$ cat src/rtl/text_fetch_pkg.sv
// Shared types and defaults for the character fetch sequencer.
package text_fetch_pkg;

  typedef enum logic [2:0] {
    IDLE    = 3'd0,
    FETCH   = 3'd1,
    PRESENT = 3'd2,
    DWELL   = 3'd3,
    DONE    = 3'd4
  } fetch_state_e;

  localparam logic [7:0] TERM_CHAR_DEF = 8'h00;
  localparam int         DWELL_W_DEF   = 16;

endpackage

$ cat src/rtl/text_fetch_ctrl_dwell_timer.sv
// Loadable down-counter with a pause-able enable; holds at zero.
// Shared with cell-refresh timing, so it carries no sequencer knowledge.
module dwell_timer #(
  parameter int W = 16
)(
  input  logic         clk,
  input  logic         rst_n,
  input  logic         i_load,
  input  logic [W-1:0] i_load_val,
  input  logic         i_en,
  output logic [W-1:0] o_value,
  output logic         o_zero
);

  logic [W-1:0] r_cnt;

  always_ff @(posedge clk or negedge rst_n) begin
    if (!rst_n) begin
      r_cnt <= '0;
    end else if (i_load) begin
      r_cnt <= i_load_val;
    end else if (i_en && (r_cnt != '0)) begin
      r_cnt <= r_cnt - W'(1);
    end else begin
      r_cnt <= r_cnt;
    end
  end

  assign o_value = r_cnt;
  assign o_zero  = (r_cnt == '0);

endmodule

$ cat src/rtl/text_fetch_ctrl.sv
// Walks the character ROM from start_addr, presents each character over
// valid/ready and holds a dwell time per cell before fetching the next.
module text_fetch_ctrl
  import text_fetch_pkg::*;
#(
  parameter int                ADDR_W    = 8,
  parameter int                DATA_W    = 8,
  parameter logic [DATA_W-1:0] TERM_CHAR = DATA_W'(TERM_CHAR_DEF),
  parameter int                DWELL_W   = DWELL_W_DEF,
  parameter int                DWELL_CYC = 50000
)(
  input  logic              clk,
  input  logic              rst_n,
  input  logic              start,
  input  logic [ADDR_W-1:0] start_addr,
  input  logic              pause,
  output logic [ADDR_W-1:0] mem_addr,
  input  logic [DATA_W-1:0] mem_dout,
  output logic              char_valid,
  output logic [DATA_W-1:0] char_data,
  input  logic              char_ready,
  output logic              busy,
  output logic              done,
  output logic [ADDR_W:0]   char_count
);

  localparam logic [DWELL_W-1:0] DWELL_LOAD = DWELL_W'(DWELL_CYC);

  fetch_state_e        r_state;
  fetch_state_e        w_next;
  logic [ADDR_W-1:0]   r_addr;
  logic [DATA_W-1:0]   r_data;
  logic [ADDR_W:0]     r_count;
  logic [DWELL_W-1:0]  w_dwell_value;
  logic                w_dwell_zero;
  logic                w_hs;
  logic                w_is_term;
  logic                w_addr_top;
  logic                w_dwell_exit;

  assign w_hs       = (r_state == PRESENT) && char_ready;
  assign w_is_term  = (mem_dout == TERM_CHAR);
  assign w_addr_top = (r_addr == {ADDR_W{1'b1}});
  // Leave on the tick that would take the count to zero, so a cell lasts
  // exactly DWELL_CYC unpaused cycles; a zero load leaves at once.
  assign w_dwell_exit = (r_state == DWELL) &&
                        (w_dwell_zero || ((w_dwell_value == DWELL_W'(1)) && !pause));

  dwell_timer #(.W(DWELL_W)) u_dwell_timer (
    .clk        (clk),
    .rst_n      (rst_n),
    .i_load     (w_hs),
    .i_load_val (DWELL_LOAD),
    .i_en       ((r_state == DWELL) && !pause),
    .o_value    (w_dwell_value),
    .o_zero     (w_dwell_zero)
  );

  always_ff @(posedge clk or negedge rst_n) begin
    if (!rst_n) begin
      r_state <= IDLE;
    end else begin
      r_state <= w_next;
    end
  end

  always_comb begin
    w_next = r_state;
    case (r_state)
      IDLE:    if (start) w_next = FETCH; else w_next = IDLE;
      FETCH:   if (w_is_term) w_next = DONE; else w_next = PRESENT;
      PRESENT: if (w_hs) w_next = DWELL; else w_next = PRESENT;
      DWELL: begin
        if (w_dwell_exit) begin
          if (w_addr_top) w_next = DONE; else w_next = FETCH;
        end else begin
          w_next = DWELL;
        end
      end
      DONE:    w_next = IDLE;
      default: w_next = IDLE;
    endcase
  end

  always_ff @(posedge clk or negedge rst_n) begin
    if (!rst_n) begin
      r_addr  <= '0;
      r_data  <= '0;
      r_count <= '0;
    end else if ((r_state == IDLE) && start) begin
      r_addr  <= start_addr;
      r_count <= '0;
    end else if ((r_state == FETCH) && !w_is_term) begin
      r_data  <= mem_dout;
    end else if (w_hs) begin
      r_count <= r_count + (ADDR_W+1)'(1);
    end else if (w_dwell_exit && !w_addr_top) begin
      r_addr  <= r_addr + ADDR_W'(1);
    end else begin
      r_addr  <= r_addr;
    end
  end

  assign mem_addr   = r_addr;
  assign char_data  = r_data;
  assign char_count = r_count;
  assign char_valid = (r_state == PRESENT);
  assign busy       = (r_state != IDLE);
  assign done       = (r_state == DONE);

endmodule

$ cat config.mk
export PLATFORM = sky130hd
export DESIGN_NAME = text_fetch_ctrl
export DESIGN_NICKNAME = d
export VERILOG_FILES = /design/src/rtl/text_fetch_pkg.sv /design/src/rtl/text_fetch_ctrl_dwell_timer.sv /design/src/rtl/text_fetch_ctrl.sv
export SDC_FILE = /design/constraint.sdc
export NUM_CORES = 1
export LEC_CHECK = 0
export BUFFER_PORTS_ARGS = -buffer_cell sky130_fd_sc_hd__buf_2
export CAP_MARGIN = 20
export CORE_MARGIN = 1.5
export CORE_UTILIZATION = 48
export CTS_BUF_LIST = sky130_fd_sc_hd__clkbuf_2 sky130_fd_sc_hd__clkbuf_4 sky130_fd_sc_hd__clkbuf_8
export DETAILED_ROUTE_END_ITERATION = 12
export PLACE_DENSITY_LB_ADDON = 0.08
export SYNTH_ARGS = -nofsm -noshare
export SYNTH_HDL_FRONTEND = slang
export SYNTH_SLANG_ARGS = --single-unit
$ cat constraint.sdc
create_clock -name clk -period 2.1 [get_ports clk]
set_clock_uncertainty 0.2 [all_clocks]
set_input_delay 0 -clock clk [delete_from_list [all_inputs] [get_ports clk]]
set_output_delay 0 -clock clk [all_outputs]
set_load 0.005 [all_outputs]
==> summary.txt, run 1 <==
Status
  • Status: finished clean

Power and ir drop
  • Pleak: 1.417 nW
  • PwrDens: 928.1 nW/um^2
  • VDD IR max: 0.6529 mV

CTS
  • Sink Count: 44
  • CTS Buf Count: 5
  • CTS tree: built
  • CTS HTree Levels: 2
  • Clk buf depth: 2
  • Worst-skew pair later-pin latency: 0.30 ns
  • Register clock-pin slew on the reported worst setup and hold paths: 0.09 ns
  • CTS root buf: clkbuf_8

Route
  • Routed Antenna Nets: 0
  • Via count: 2079
  • Count of TritonRoute iterations in the first routing pass: 4
  • DRC: 0
  • Routed length per placed instance: 13.47 um
  • Via density: 5.211
  • Total routed wirelength: 5.373 mm
  • DRT iter0 DRCs: 104

Min path
  • HP Class: input pin to async pin

Final layout
  • Nets: 357
  • Fillers: 398
  • Post-Layout Cell Count: 399
  • Layout cell share with drive strength beyond 1: 37.65%
  • Area grow syn2layout: 34.81%
  • # diodes: 0

Critical path
  • R2r endpoint: u_dwell_timer.o_value[4]
  • Crit-path max cell delay: 0.49 ns
  • Critical path's slowest cell: or4b_4
  • Critical Path AT: 2.03 ns
  • Nature of the critical path startpoint: flop
  • Reg2reg setup slack: 0.04 ns
  • CP Max Fanout: 7
  • Worst-path cell chain: inv_2 > ha_4 > or4b_4 > buf_6 > o211ai_1 > nor3_2 > mux2i_1
  • CP Class: flop to flop
  • Reg2reg path depth: 7
  • Delay-heaviest family, CP: simple AND/OR/NAND/NOR gates
  • Worst r2r src: u_dwell_timer.o_value[0]
  • Critical Path RT: 2.07 ns
  • Crit. End Element: flop
  • Crit path buffers/inverters: 2

GRT
  • Initial antenna violation count: 0
  • Largest net degree at the start of global routing: 33
  • Vias in the first global route: 1966
  • Gr usage total: 20.77%
  • First-pass GRT wire length: 8.887 mm
  • Congestion Overflow GR: 0

Placement
  • Placed wire-length estimate: 3.811 mm
  • Pre-CTS WS: 0.003392 ns
  • Placed instance count: 369
  • # port buffers: 48
  • Routability Congestion: 0.7561

Die
  • Die span in y: 74.63 um
  • Die X: 74.63 um
  • Core Region: 4817 um^2
  • Top Ports: 49
  • Row cnt: 25
  • Starting Density: 51.12%
  • Full die area: 5569 um^2

Timing
  • Tcrit/Tclk final: 98.17%
  • Setup violators final: 0
  • Fin. Hold Viols: 0
  • Slew HR: 51.17%
  • Fmax: 485.1 MHz
  • Final WS setup: 0.03851 ns
  • Slew @ Worst Pin: 0.7325 ns
  • Unrepaired setup endpoints after global routing: yes
  • Final min period: 2.061 ns
  • Slew Limit Fails: 0

Logic synthesis
  • Syn Inst Count: 237
  • Post-synth top flop: dfrtp_1
  • Synth top area cells: dfrtp_1, nor2_1, xnor2_1
  • Synth cell types: 50
  • EDFF count, synth: 0
  • Post-synth top cells: dfrtp_1, nor2_1, nand2_1
  • Synth top area share: 44.72%
  • Syn Nets: 263
  • Sequential fraction of the synthesis area: 44.72%
  • Asr flop ratio synth: 100.0%
  • Biggest area consumer among synthesized cells: dfrtp_1
  • Count leader, synth: dfrtp_1
  • Netlist Area Pre-Place: 2462 um^2
  • Avg Cell Area, Syn: 10.39 um^2
  • Synthesized flop and latch total: 44
  • Warnings from Yosys: 0

Run
  • Max-cap violation count: 0
==> layer usage <==
| layer | routed length [um] | vias to the layer above | track usage [%] | part of all wire (%) |
|---|---|---|---|---|
| li1 | - | 1037 | - | - |
| met2 | 2410 | 54 | 32.64 | 45 |
| met5 | 0 | - | 0 | 0 |
| met3 | 284 | 6 | 4.953 | 5.3 |
| met4 | 33 | 0 | 4.242 | 0.61 |
| met1 | 2644 | 982 | 29.56 | 49 |
==> timing repair <==
item,CTS,global route
hold endpoints to repair,54,0
gates cloned,0,0
pin swaps,1,9
hold buffers,19,0
setup buffers,1,2
setup endpoints to repair,3,22
resized for setup,2,17
==> flip-flops by register name (all words and copies together) (netlist names) <==
register and cells:
u_dwell_timer.o_value 16, char_count 9, char_data 8, mem_addr 8, r_state 3
==> stage by stage <==
step                total power, mW  hold slack, ns  area, um^2  utilization (%)  setup TNS (ns)
floorplan                     1.922         -0.4956        2462                -        -0.03079
global placement              2.395        -0.08538        2932            60.86               0
detailed placement            2.416        -0.08853        2932            60.86               0
CTS                           3.032          0.1252        3238            67.22               0
global route                  3.290          0.1905        3319            68.91        -0.09566
finish                        3.081          0.1258        3319            68.91               0
==> cells by family after synthesis <==
kind of cell    count (synthesis)  share of synthesized area [%]
simple gates                  114                          30.28
flops                          44                          44.72
compound gates                 28                          7.317
xor+xnor                       21                          7.470
buf+inv                        14                          2.795
mux                            11                          4.878
fa+ha+maj                       5                          2.541
==> power breakdown <==
group          internal (mW)  switching (mW)  total (mW)
sequential              1.10           0.270        1.37
combinational          0.614           0.524        1.14
clock                  0.267           0.303       0.570
total                   1.98            1.10        3.08
==> worst max path at each step <==
stage | start | endpoint | slack, ns | cells after the start
after floorplan | u_dwell_timer.o_value[0] | u_dwell_timer.o_value[14] | -0.02 | 8
after global placement | mem_addr[0] | mem_addr[7] | 0.01 | 6
after detailed placement | u_dwell_timer.o_value[0] | mem_addr[7] | 0.003 | 7
after CTS | mem_addr[0] | mem_addr[7] | 0.005 | 6
after global routing | u_dwell_timer.o_value[1] | u_dwell_timer.o_value[4] | -0.06 | 7
final | u_dwell_timer.o_value[0] | u_dwell_timer.o_value[4] | 0.04 | 7
==> layout by cell type (no fill, tap or decap), drive strengths merged, types with 9 or more instances in the layout <==
cell type,count
nand2,19
dfrtp,44
xnor2,12
o21ai,11
nor3,17
buf,77
nand3,9
dlygate4sd3,19
xor2,9
nor2,29
==> final cells by class <==
| type | count | area (um^2) | area share [%] |
|---|---|---|---|
| clock buffers | 6 | 82.58 | 2.488 |
| clock inverters | 2 | 15.01 | 0.4523 |
| inverters | 5 | 18.77 | 0.5654 |
| multi-input cells | 179 | 1361 | 41.01 |
| flip-flops and latches | 44 | 1102 | 33.21 |
| well taps | 67 | 83.83 | 2.525 |
| repair buffers | 96 | 655.6 | 19.75 |
(Power assumes the default switching activity.)
==> run 2, diff against run 1 <==
--- a/config.mk
+++ b/config.mk
@@ -8,10 +8,11 @@
 export BUFFER_PORTS_ARGS = -buffer_cell sky130_fd_sc_hd__buf_2
 export CAP_MARGIN = 20
 export CORE_MARGIN = 1.5
-export CORE_UTILIZATION = 48
+export CORE_UTILIZATION = 46
 export CTS_BUF_LIST = sky130_fd_sc_hd__clkbuf_2 sky130_fd_sc_hd__clkbuf_4 sky130_fd_sc_hd__clkbuf_8
 export DETAILED_ROUTE_END_ITERATION = 12
 export PLACE_DENSITY_LB_ADDON = 0.08
 export SYNTH_ARGS = -nofsm -noshare
 export SYNTH_HDL_FRONTEND = slang
+export SYNTH_HIERARCHICAL = 1
 export SYNTH_SLANG_ARGS = --single-unit
==> constraint.sdc (replaced) <==
create_clock -name clk -period 2.1 [get_ports clk]
set_clock_uncertainty 0.2 [all_clocks]
set_input_delay 0 -clock clk [delete_from_list [all_inputs] [get_ports clk]]
set_output_delay 0 -clock clk [all_outputs]
set_load 0.01 [all_outputs]
==> run 2 against run 1 <==
Die area grew 11%. Cell count grew 30%. Largest cell class unchanged. Via count increased by 34%. Combinational power increased by 83%. Clock-buffer cell count is 1 lower. Setup slack got worse by 0.22 ns. Highest routed layer unchanged. Maximum frequency down 9.7%. Hold slack worse by 0.12 ns. Largest power group is now combinational cells. The flow now finishes with violations (setup timing).
==> summary.txt, run 2 <==
Status
  • Status: finished, violations left
  • Failing checks: setup timing

Timing
  • Slew @ Worst Pin: 0.7875 ns
  • Fmax: 437.9 MHz
  • Final min period: 2.284 ns
  • Final WS setup: -0.1838 ns
  • Slew Limit Fails: 0
  • Unrepaired setup endpoints after global routing: yes
  • Tcrit/Tclk final: 108.8%
  • Setup violators final: 11
  • Fin Setup TNS: -0.9262 ns
  • Fin. Hold Viols: 0
  • Slew HR: 47.50%

Route
  • Total routed wirelength: 7.794 mm
  • Routed length per placed instance: 15.08 um
  • Via density: 5.408
  • DRT iter0 DRCs: 110
  • DRC: 0
  • Count of TritonRoute iterations in the first routing pass: 4
  • Routed Antenna Nets: 0
  • Via count: 2796

Logic synthesis
  • Warnings from Yosys: 6
  • Post-synth top flop: dfrtp_1
  • Syn Inst Count: 288
  • Netlist Area Pre-Place: 2626 um^2
  • EDFF count, synth: 0
  • Synthesized flop and latch total: 44
  • Synth top area share: 41.92%
  • Count leader, synth: dfrtp_1
  • Synth top area cells: dfrtp_1, nor2_1, mux2_2
  • Biggest area consumer among synthesized cells: dfrtp_1
  • Asr flop ratio synth: 100.0%
  • Sequential fraction of the synthesis area: 41.92%
  • Avg Cell Area, Syn: 9.119 um^2
  • Synth cell types: 54
  • Post-synth top cells: dfrtp_1, nor2_1, nand2_1

Run
  • Max-cap violation count: 0

GRT
  • Vias in the first global route: 2543
  • Congestion Overflow GR: 0
  • Gr usage total: 25.33%
  • Initial antenna violation count: 0
  • First-pass GRT wire length: 12.21 mm
  • Largest net degree at the start of global routing: 35

Placement
  • Routability Congestion: 0.8607
  • Placed instance count: 476
  • Pre-CTS WS: -0.1962 ns
  • # port buffers: 48
  • Placed wire-length estimate: 5.089 mm

Power and ir drop
  • PwrDens: 995.8 nW/um^2
  • VDD IR max: 0.6895 mV
  • Pleak: 1.810 nW
  • PnR Total Power: 4.052 mW

CTS
  • CTS HTree Levels: 2
  • CTS Buf Count: 5
  • Worst-skew pair later-pin latency: 0.30 ns
  • CTS root buf: clkbuf_8
  • Register clock-pin slew on the reported worst setup and hold paths: 0.09 ns
  • CTS tree: built
  • Sink Count: 44
  • Clk buf depth: 2

Final layout
  • Max reg flops: 16
  • Most common cell after layout, fill and taps aside: buf_4
  • Layout cell share with drive strength beyond 1: 42.92%
  • # diodes: 0
  • Area grow syn2layout: 54.93%
  • Final Core Density: 73.89%
  • Most frequent cells in the layout: buf_4, buf_2, dfrtp_1
  • Post-Layout Cell Count: 517
  • Nets: 468

Critical path
  • CP Class: flop to flop
  • CP Max Fanout: 5
  • Nature of the critical path startpoint: flop
  • CP Launch Point: u_dwell_timer/o_value[1]
  • Critical Path RT: 2.13 ns
  • Critical Path AT: 2.32 ns
  • Worst r2r src: u_dwell_timer/o_value[1]
  • Crit. End Element: flop

Die
  • Core Region: 5507 um^2
  • Starting Density: 47.69%
  • Row cnt: 27
  • Die span in y: 78.56 um
  • Top Ports: 49
  • Die X: 78.56 um
  • Full die area: 6172 um^2

Min path
  • Hold Startpoint: start
  • HP Class: input pin to flop
[run 2: worst paths after layout]
path / to / slack [ns] / depth (start not counted)
worst max-delay path: mem_addr[2] / -0.18 / 5
worst min-delay path: char_count[8] / 0.007 / 5
worst max register to register: mem_addr[2] / -0.18 / 5
worst min register to register: char_data[6] / 0.31 / 1
max in group asynchronous: r_state[1] / 0.93 / 3
min in group asynchronous: char_data[7] / 0.12 / 2
[run 2: final cells by class]
class / count / area (um^2)
Multi-Input combinational cell: 236 / 1687
Fill cell: 416 / 1438
Sequential cell: 44 / 1105
Timing Repair Buffer: 144 / 1044
Tap cell: 72 / 90.09
Clock buffer: 5 / 68.82
Inverter: 12 / 48.80
Clock inverter: 3 / 18.77
Timing Repair inverter: 1 / 7.507
[run 2: critical path, cell delays in order, from the launching register on]
cell and delay [ns]:
dfrtp_1 0.42, or4b_4 0.58, nor4_4 0.20, a22oi_2 0.15, or4_1 0.51, a31oi_1 0.16
[run 2: logic make-up (layout without fill, tap and decap cells)]
group                    Yosys count  in the layout  synth area share (%)
XOR/XNOR                           8              8                 2.668
buffers and inverters             23            165                 3.859
other                              2             16                0.2860
AND/OR/NAND/NOR                  137            137                 29.73
multiplexers                      13             13                 5.431
flip-flops                        44             44                 41.92
adder cells (fa/ha/maj)            3              3                 1.429
AO/OA/AOI/OAI                     58             59                 14.67
[run 2: power breakdown]
part	internal [mW]	switching, mW	total (mW)	leakage [nW]
clock	0.232	0.302	0.534	0.0479
combinational	1.09	0.992	2.09	1.23
sequential	1.13	0.301	1.43	0.527
total	2.46	1.60	4.05	1.81
[run 2: what timing repair did]
| item | CTS | global route |
|---|---|---|
| cloned | 1 | 2 |
| resized for setup | 18 | 27 |
| hold buffers | 20 | 0 |
| endpoints found under the hold margin | 51 | 0 |
| pin swaps | 15 | 14 |
| setup buffers | 11 | 1 |
| setup endpoints to repair | 19 | 23 |
[run 2: per-stage QoR]
stage	hold WS (ns)	instance area, um^2
finish	0.006869	4069
global route	0.02657	4069
CTS	0.0002812	3965
detailed placement	-0.06155	3506
global placement	-0.07020	3506
floorplan	-0.4956	2748
[run 2: layer usage]
metal  part of all wire, %  global-route usage (%)  vias up
li1                      -                       -     1376
met1                    46                   34.34     1349
met2                    50                   42.16       62
met3                   3.5                   4.070        9
met4                   1.0                   6.250        0
met5                     0                       0        -
